**src/rtl/cpu_run_monitor_if.sv**
```systemverilog
// Bus between the run monitor and its CPU, regfile and trace/dump consumers.
// The master side is the monitor; the slave side is the CPU/regfile/host.
interface cpu_run_monitor_if #(
    parameter int TRACE_DEPTH = 16
);
    localparam int TRACE_AW = $clog2(TRACE_DEPTH);

    logic [31:0]         pc;
    logic [31:0]         instr;
    logic                cpu_stall;
    logic [4:0]          rf_raddr;
    logic [31:0]         rf_rdata;
    logic                trace_rd_en;
    logic [63:0]         trace_rd_data;
    logic [TRACE_AW:0]   trace_count;
    logic                trace_empty;
    logic                dump_valid;
    logic [4:0]          dump_idx;
    logic [31:0]         dump_data;
    logic                dump_done;

    modport master (
        input  pc, instr, rf_rdata, trace_rd_en,
        output cpu_stall, rf_raddr, trace_rd_data, trace_count, trace_empty,
               dump_valid, dump_idx, dump_data, dump_done
    );

    modport slave (
        output pc, instr, rf_rdata, trace_rd_en,
        input  cpu_stall, rf_raddr, trace_rd_data, trace_count, trace_empty,
               dump_valid, dump_idx, dump_data, dump_done
    );
endinterface

```
**src/rtl/cpu_run_monitor.sv**
```systemverilog
// Run control for the MIPS core: gates execution on start/limit/breakpoint/halt,
// keeps a circular {pc, instr} trace and streams the regfile out after a halt.
module cpu_run_monitor #(
    parameter int NUM_BP      = 2,
    parameter int TRACE_DEPTH = 16,
    parameter int CYCLE_W     = 16,
    localparam int TRACE_AW   = $clog2(TRACE_DEPTH)
) (
    input  logic                  clk,
    input  logic                  rst,
    input  logic                  start,
    input  logic                  halt_req,
    input  logic [CYCLE_W-1:0]    cfg_max_cycles,
    input  logic [NUM_BP-1:0]     bp_en,
    input  logic [NUM_BP*32-1:0]  bp_addr,
    output logic [1:0]            state,
    output logic [1:0]            halt_cause,
    output logic [CYCLE_W-1:0]    cycle_cnt,
    cpu_run_monitor_if.master     bus
);
    typedef enum logic [1:0] {S_IDLE = 2'd0, S_RUN = 2'd1, S_HALT = 2'd2, S_DUMP = 2'd3} state_t;
    typedef enum logic [1:0] {C_NONE = 2'd0, C_BP = 2'd1, C_LIMIT = 2'd2, C_EXT = 2'd3} cause_t;

    localparam logic [TRACE_AW:0] FULL_COUNT = (TRACE_AW+1)'(TRACE_DEPTH);

    state_t              st_q;
    cause_t              cause_q;
    logic [CYCLE_W-1:0]  cnt_q;
    logic [CYCLE_W-1:0]  limit_q;
    logic [TRACE_AW-1:0] wr_ptr_q;
    logic [TRACE_AW-1:0] rd_ptr_q;
    logic [TRACE_AW:0]   count_q;
    logic [4:0]          raddr_q;
    logic                dump_valid_q;
    logic [4:0]          dump_idx_q;
    logic [31:0]         dump_data_q;
    logic                dump_done_q;
    logic [63:0]         trace_mem [TRACE_DEPTH];

    logic                bp_any;
    logic                bp_hit;
    logic                trace_wr;
    logic                pop;
    logic                start_run;
    logic [CYCLE_W:0]    cnt_plus;
    logic [CYCLE_W-1:0]  cnt_sat;
    logic                limit_hit;

    // NOTE: every variable assigned in always_comb gets a default first, so no latch is inferred.
    always_comb begin
        bp_any = 1'b0;
        for (int k = 0; k < NUM_BP; k++) begin
            if (bp_en[k] && (bus.pc == bp_addr[32*k +: 32])) bp_any = 1'b1;
        end
    end

    assign bp_hit    = (st_q == S_RUN) && bp_any;
    assign trace_wr  = (st_q == S_RUN) && !bp_any;
    assign start_run = (st_q == S_IDLE) && start;
    assign pop       = bus.trace_rd_en && (st_q != S_RUN) && (count_q != '0) && !start_run;

    // Widened compare so a saturated counter can never alias onto the limit.
    assign cnt_plus  = {1'b0, cnt_q} + 1'b1;
    assign cnt_sat   = (&cnt_q) ? cnt_q : cnt_plus[CYCLE_W-1:0];
    assign limit_hit = (limit_q != '0) && (cnt_plus == {1'b0, limit_q});

    // NOTE: the trace storage has no reset; the cleared pointers/count make stale entries unreachable.
    always_ff @(posedge clk) begin
        if (trace_wr) trace_mem[wr_ptr_q] <= {bus.pc, bus.instr};
    end

    // NOTE: all sequential state uses non-blocking assignments so every register samples pre-edge values.
    always_ff @(posedge clk or posedge rst) begin
        if (rst) begin
            st_q         <= S_IDLE;
            cause_q      <= C_NONE;
            cnt_q        <= '0;
            limit_q      <= '0;
            wr_ptr_q     <= '0;
            rd_ptr_q     <= '0;
            count_q      <= '0;
            raddr_q      <= '0;
            dump_valid_q <= 1'b0;
            dump_idx_q   <= '0;
            dump_data_q  <= '0;
            dump_done_q  <= 1'b0;
        end else begin
            dump_valid_q <= 1'b0;
            dump_done_q  <= 1'b0;
            if (pop) begin
                rd_ptr_q <= rd_ptr_q + 1'b1;
                count_q  <= count_q - 1'b1;
            end
            case (st_q)
                S_IDLE: begin
                    if (start) begin
                        st_q     <= S_RUN;
                        cause_q  <= C_NONE;
                        cnt_q    <= '0;
                        limit_q  <= cfg_max_cycles;
                        wr_ptr_q <= '0;
                        rd_ptr_q <= '0;
                        count_q  <= '0;
                    end
                end
                S_RUN: begin
                    if (bp_hit) begin
                        st_q    <= S_HALT;
                        cause_q <= C_BP;
                    end else begin
                        wr_ptr_q <= wr_ptr_q + 1'b1;
                        cnt_q    <= cnt_sat;
                        // A full buffer drops its oldest entry to make room.
                        if (count_q == FULL_COUNT) rd_ptr_q <= rd_ptr_q + 1'b1;
                        else                       count_q  <= count_q + 1'b1;
                        if (limit_hit) begin
                            st_q    <= S_HALT;
                            cause_q <= C_LIMIT;
                        end else if (halt_req) begin
                            st_q    <= S_HALT;
                            cause_q <= C_EXT;
                        end
                    end
                end
                S_HALT: begin
                    st_q    <= S_DUMP;
                    raddr_q <= '0;
                end
                S_DUMP: begin
                    dump_valid_q <= 1'b1;
                    dump_idx_q   <= raddr_q;
                    dump_data_q  <= (raddr_q == 5'd0) ? 32'd0 : bus.rf_rdata;
                    raddr_q      <= raddr_q + 1'b1;
                    if (raddr_q == 5'd31) begin
                        dump_done_q <= 1'b1;
                        st_q        <= S_IDLE;
                    end
                end
                default: st_q <= S_IDLE;
            endcase
        end
    end

    assign state             = st_q;
    assign halt_cause        = cause_q;
    assign cycle_cnt         = cnt_q;
    assign bus.cpu_stall     = (st_q != S_RUN) || bp_hit;
    assign bus.rf_raddr      = raddr_q;
    assign bus.trace_rd_data = trace_mem[rd_ptr_q];
    assign bus.trace_count   = count_q;
    assign bus.trace_empty   = (count_q == '0);
    assign bus.dump_valid    = dump_valid_q;
    assign bus.dump_idx      = dump_idx_q;
    assign bus.dump_data     = dump_data_q;
    assign bus.dump_done     = dump_done_q;
endmodule
```
**src/flat_wrapper.sv**
```systemverilog
// flat-port wrapper written by rule: the top's interface ports become plain ports
module cpu_run_monitor_flat 
#(
    parameter int NUM_BP      = 2,
    parameter int TRACE_DEPTH = 16,
    parameter int CYCLE_W     = 16,
    localparam int TRACE_AW   = $clog2(TRACE_DEPTH)
)
  (clk, rst, start, halt_req, cfg_max_cycles, bp_en, bp_addr, state, halt_cause, cycle_cnt, bus_pc, bus_instr, bus_rf_rdata, bus_trace_rd_en, bus_cpu_stall, bus_rf_raddr, bus_trace_rd_data, bus_trace_count, bus_trace_empty, bus_dump_valid, bus_dump_idx, bus_dump_data, bus_dump_done);
  cpu_run_monitor_if #(.TRACE_DEPTH(TRACE_DEPTH)) bus_i ();
  input  logic clk;
  input  logic rst;
  input  logic start;
  input  logic halt_req;
  input  logic [CYCLE_W-1:0] cfg_max_cycles;
  input  logic [NUM_BP-1:0] bp_en;
  input  logic [NUM_BP*32-1:0] bp_addr;
  output logic [1:0] state;
  output logic [1:0] halt_cause;
  output logic [CYCLE_W-1:0] cycle_cnt;
  input wire logic [$bits(bus_i.pc)-1:0] bus_pc;
  input wire logic [$bits(bus_i.instr)-1:0] bus_instr;
  input wire logic [$bits(bus_i.rf_rdata)-1:0] bus_rf_rdata;
  input wire logic [$bits(bus_i.trace_rd_en)-1:0] bus_trace_rd_en;
  output wire logic [$bits(bus_i.cpu_stall)-1:0] bus_cpu_stall;
  output wire logic [$bits(bus_i.rf_raddr)-1:0] bus_rf_raddr;
  output wire logic [$bits(bus_i.trace_rd_data)-1:0] bus_trace_rd_data;
  output wire logic [$bits(bus_i.trace_count)-1:0] bus_trace_count;
  output wire logic [$bits(bus_i.trace_empty)-1:0] bus_trace_empty;
  output wire logic [$bits(bus_i.dump_valid)-1:0] bus_dump_valid;
  output wire logic [$bits(bus_i.dump_idx)-1:0] bus_dump_idx;
  output wire logic [$bits(bus_i.dump_data)-1:0] bus_dump_data;
  output wire logic [$bits(bus_i.dump_done)-1:0] bus_dump_done;
  assign bus_i.pc = bus_pc;
  assign bus_i.instr = bus_instr;
  assign bus_i.rf_rdata = bus_rf_rdata;
  assign bus_i.trace_rd_en = bus_trace_rd_en;
  assign bus_cpu_stall = bus_i.cpu_stall;
  assign bus_rf_raddr = bus_i.rf_raddr;
  assign bus_trace_rd_data = bus_i.trace_rd_data;
  assign bus_trace_count = bus_i.trace_count;
  assign bus_trace_empty = bus_i.trace_empty;
  assign bus_dump_valid = bus_i.dump_valid;
  assign bus_dump_idx = bus_i.dump_idx;
  assign bus_dump_data = bus_i.dump_data;
  assign bus_dump_done = bus_i.dump_done;
  cpu_run_monitor #(.NUM_BP(NUM_BP), .TRACE_DEPTH(TRACE_DEPTH), .CYCLE_W(CYCLE_W)) u_core (.clk(clk), .rst(rst), .start(start), .halt_req(halt_req), .cfg_max_cycles(cfg_max_cycles), .bp_en(bp_en), .bp_addr(bp_addr), .state(state), .halt_cause(halt_cause), .cycle_cnt(cycle_cnt), .bus(bus_i));
endmodule
```
**config.mk**
```make
export PLATFORM = sky130hd
export DESIGN_NAME = cpu_run_monitor_flat
export DESIGN_NICKNAME = d
export VERILOG_FILES = /design/src/rtl/cpu_run_monitor_if.sv /design/src/rtl/cpu_run_monitor.sv /design/src/flat_wrapper.sv
export SDC_FILE = /design/constraint.sdc
export NUM_CORES = 1
export LEC_CHECK = 0
export CAP_MARGIN = 0
export CORE_MARGIN = 10
export CORE_UTILIZATION = 60
export DETAILED_ROUTE_END_ITERATION = 16
export PLACE_DENSITY = 0.81
export SLEW_MARGIN = 10
export SYNTH_ARGS = -nofsm -noshare
export SYNTH_HDL_FRONTEND = slang
export SYNTH_SLANG_ARGS = --single-unit
```
**constraint.sdc**
```tcl
create_clock -name clk -period 8.35 [get_ports clk]
set_input_delay 0.835 -clock clk [delete_from_list [all_inputs] [get_ports clk]]
set_output_delay 0.835 -clock clk [all_outputs]
set_load 0.005 [all_outputs]
```
==> results.md <==
- The count of buffers inserted at the top-level ports is 317.
- The post-layout instance area is 52100 µm².
- The wire length per cell is 34.2 µm.
- The post-synthesis cell count is 2039.
- The combined global-route utilization of all metal layers is 27.6%.
- The smallest clock period supported by the final layout is computed as approximately 5.2 ns.
- The most used flip-flop cell after synthesis is sky130_fd_sc_hd__edfxtp_1.
- The worst max-slew margin expressed relative to the limit is a little under a fifth.
- The clock net sink count is around 1100.
- The share of the Yosys chip area taken by registers is 74.7%.
- The cell sitting at the root of the clock tree is a sky130_fd_sc_hd__clkbuf_16.
- The tightest min-delay check is of the reg -> reg type.
- The synthesized area per cell is 21.7 µm².
- The number of storage elements in the synthesis netlist is 1117.
- In this design, the largest share of critical-path delay is due to buffers and inverters.
- The clock insertion delay at the later pin of the skew report is 0.68 ns.
- The number of optimization iterations in the first detailed-route pass is 5.
- The Yosys warning count is 0.
- Counting every net in the synthesized netlist gives 2237.
- The maximum VDD drop is 0.325 mV.
- Sorting the synthesized cells by area gives the leading types as sky130_fd_sc_hd__edfxtp_1 69%, sky130_fd_sc_hd__mux4_2 16%, sky130_fd_sc_hd__dfrtp_1 5.3%, sky130_fd_sc_hd__xnor2_1 0.93%, sky130_fd_sc_hd__xor2_1 0.85%.
- After clock tree synthesis, the setup repair step added 0 buffers.
- The count of cells in the finished layout, fillers not included, comes to 3437.
- The most common library cell in the layout ignoring fill and taps is sky130_fd_sc_hd__edfxtp_1.
- The synthesis-to-finish area growth is 17.6%.
- Setup repair after global routing left no endpoint under its margin.
- Data on the critical path is required at its endpoint by 7.52 ns.
- At the pin with the least slew margin, the transition time is roughly 1.2 ns.
- The number of primary I/O pins is 318.
- The final routed DRC violation total is 0.
- The estimated wirelength of the detail-placed design is 63.0 mm.
- The number of placed instances, taps included, is 3238.
- The count of hold buffers inserted by post-cts repair is 0.
- Setup total negative slack on the finished layout was measured at 0 ns.
- The endpoint kind of the worst setup timing path is a primary output.
- The average via count per standard cell is 6.79.
- The share of total power in sequential cells is 41.5%.
- TritonCTS built the clock tree.
- The slowest stage of the critical path belongs to the cell sky130_fd_sc_hd__dfrtp_4.
- The portion of synthesized area spent on multiplexers is 16.9%.
- The library cells used most frequently in the layout, excluding fill and tap cells, are 1024 x sky130_fd_sc_hd__edfxtp_1, 320 x sky130_fd_sc_hd__mux4_2, 317 x sky130_fd_sc_hd__clkdlybuf4s50_1, 107 x sky130_fd_sc_hd__clkbuf_16, 89 x sky130_fd_sc_hd__dfrtp_1.
- The final hold slack is about 0.5 ns.
- The highest clock frequency the design can meet is 192 MHz.
- For this block, the initial DRC count from the detailed router was 3246.
- The run finished with clean final reports.
- The switching power total is 4.89 mW.
- The startpoint of the worst setup timing path is u_core.rd_ptr_q[1]$_DFF_PP0_.
- The clock-pin slew reported for the worst setup and hold paths after clock tree synthesis is 0.06 ns.
- Once placement finished, the instance area stood at 48500 µm².
- The net count of the finished layout is between 2000 and 3000.
- Before CTS, the worst setup slack after placement is 3.07 ns.
- The number of enable flip-flop cells after synthesis is between 1000 and 1500.
- In this run the vertical extent of the chip is ~300 µm.
- The post-synthesis async set-or-reset flop share is approximately 8.3%.
- The start point of the worst min-delay path is u_core.halt_cause[1]$_DFFE_PP0P_.
- The worst path meets setup with 3.15 ns of slack.
- The complex-gate fraction of the synthesized area is 2.18%.
- The number of buffers and inverters on the critical path is 2.
- CTS built an H-tree with a depth of 3.
- The first global-routing pass estimated 172 mm of wire.
- In this run, post-CTS repair resized a total of 0 instances.
- Buffers inserted during clock tree synthesis total 105.
- Of the total synthesized cell area, the portion taken by XOR and XNOR cells is 1.78%.
- The total detailed-routing wirelength is 118 mm.
- The adder-cell area share of the yosys netlist is less than 1%.
- The final number of hold-violating endpoints was 0.
- The top fanout value on the critical path is 73.
- The fraction of power consumed by combinational cells is 29.6%.
- The clock arrives with ~0.024 ns of skew.
- The signal on the critical path passes through buf_4, mux4_2, mux4_2, clkdlybuf4s50_1.
- No sink is reached through more buffers than the 3 on the longest clock path.
- The tool flagged a number of max-cap violations equal to 0.
- Across all layers, the routed design uses 23300 vias.
- The floorplan step defined a die boundary enclosing 85100 µm².
- After synthesis, the largest area contributor takes up approximately 69% of total cell area.
- Measured along the x axis, the die boundary spans 292 µm.
- The startpoint of the worst register-to-register path is u_core.state[1]$_DFFE_PP0P_.
- Of all cell types, the one taking the most synthesized area is sky130_fd_sc_hd__edfxtp_1.
- The overall power consumption is between 15 and 20 mW.
- The starting density of the core is 60.6%.
- The placeable core region is approximately 73000 µm².
- The relative contribution of the clock network to total power is 28.9%.
- The number of pins with negative max-slew slack in the final report is 0.
- The residual antenna-violating net count after detailed routing is 0.
- The placement row count is 99.
- The worst path uses 62.3% of the clock period.
- For this run, the slowest stage of the critical path takes around 1.2 ns.
- The layout cell share with drive strength beyond 1 is 22.9%.
- The cell that appears most often on the critical path is sky130_fd_sc_hd__mux4_2.
- For this design the static power due to leakage is approximately 17 nW.
- The number of antenna violations at the first check in global routing is 3.
- After synthesis the cells add up to 44300 µm².
- For this run, the share of the core covered by cells in the final layout is 71.3%.
- After synthesis, the largest family of logic cells by area is multiplexers.
- The via count of the first global-routing pass is 24500.
- Synthesis instantiated 70 different standard cells from the library.
- The filler cells instantiated in the layout total slightly above 4000.
- The worst setup path category is reg -> out.
- The synthesized-area fraction occupied by and/or/nand/nor cells is under 10%.
- The net switching fraction of the power is 28.7%.
- The startpoint class of the critical path is a flip-flop.
- The power density normalized to cell area is roughly 330 nW/µm².
- Entering global routing, the biggest net connects 121 pins.
- Internal power comes to 12.2 mW.
- For the worst setup path, the data arrival time is 4.37 ns.
- Summed over all layers, the global routing overflow is 0.
- Setup violations remaining at the end of the flow were counted as 0.
- At the end of routability-driven placement, the weighted congestion stood at just under 0.9.
-- registers in the layout, summed over array words and instances, names as in the netlist --
register,count
u_core.trace_mem,1024
u_core.bus.dump_valid,1
u_core.bus.dump_idx,5
u_core.state,2
u_core.bus.trace_count,5
u_core.cycle_cnt,16
u_core.bus.rf_raddr,5
u_core.limit_q,16
u_core.rd_ptr_q,4
u_core.halt_cause,2
u_core.bus.dump_done,1
u_core.wr_ptr_q,4
u_core.bus.dump_data,32
-- cell usage after synthesis, drive strengths merged (3+ instances only) --
cell type,number
a2111oi,3
a211o,6
a211oi,5
a21oi,13
a221o,3
a22o,34
a22oi,3
a2bb2oi,4
a31oi,3
and2,19
and3,17
buf,28
clkbuf,78
dfrtp,93
edfxtp,1024
ha,15
inv,22
mux2,23
mux2i,4
mux4,320
nand2,34
nand2b,8
nand3,28
nand4,25
nor2,16
nor2b,3
nor3,10
nor4,27
nor4b,4
o2111ai,3
o211ai,6
o21ai,18
o22ai,3
o31ai,3
or3,5
or4,9
xnor2,47
xor2,43
-- final cells by class --
cell class                      instances  area (µm²)  share of cell area, %
Clock inverter                         66         776                   1.49
Timing Repair Buffer                  346        3430                   6.58
Antenna cell                            3        7.51                 0.0144
Sequential cell                      1117       33100                   63.5
Clock buffer                          130        2770                   5.33
Multi-Input combinational cell        794       10700                   20.6
Tap cell                              959        1200                   2.30
Inverter                               22        83.8                  0.161
-- kinds of logic after synthesis --
group	after synthesis
and+or+nand+nor	217
buffers and inverters	128
adders and majority gates	15
AOI/OAI and AO/OA	125
xor gates and xnor gates	90
DFF	1117
muxes	347
-- power by group through the flow --
stage / combinational (mW) / sequential, mW / clock (mW)
floorplan: 3.09 / 6.92 / 0
global placement: 4.92 / 7.12 / 0
detailed placement: 4.99 / 7.16 / 0
CTS: 5.10 / 7.07 / 4.98
global route: 5.33 / 7.12 / 5.19
finish: 5.04 / 7.07 / 4.94
-- path summary, 6_finish.rpt --
path / slack, ns / depth (start not counted) / endpoint
worst max-delay path: 3.15 / 4 / bus_trace_rd_data[2]
worst min-delay path: 0.49 / 1 / u_core.halt_cause[1]$_DFFE_PP0P_
worst max register to register: 4.18 / 8 / u_core.trace_mem[13][6]$_DFFE_PP_
worst min register to register: 0.49 / 1 / u_core.halt_cause[1]$_DFFE_PP0P_
max in group asynchronous: 6.61 / 3 / u_core.bus.dump_done$_DFF_PP0_
min in group asynchronous: 0.59 / 2 / u_core.limit_q[1]$_DFFE_PP0P_
-- per-layer routing --
layer	global-route usage (%)	wire length [µm]	vias up
met5	0	0	-
met4	9.15	3880	0
met3	6.10	10700	230
met2	46.6	60600	1511
met1	35.6	42400	12300
li1	-	-	9307
Power figures use the tool's default switching activity.
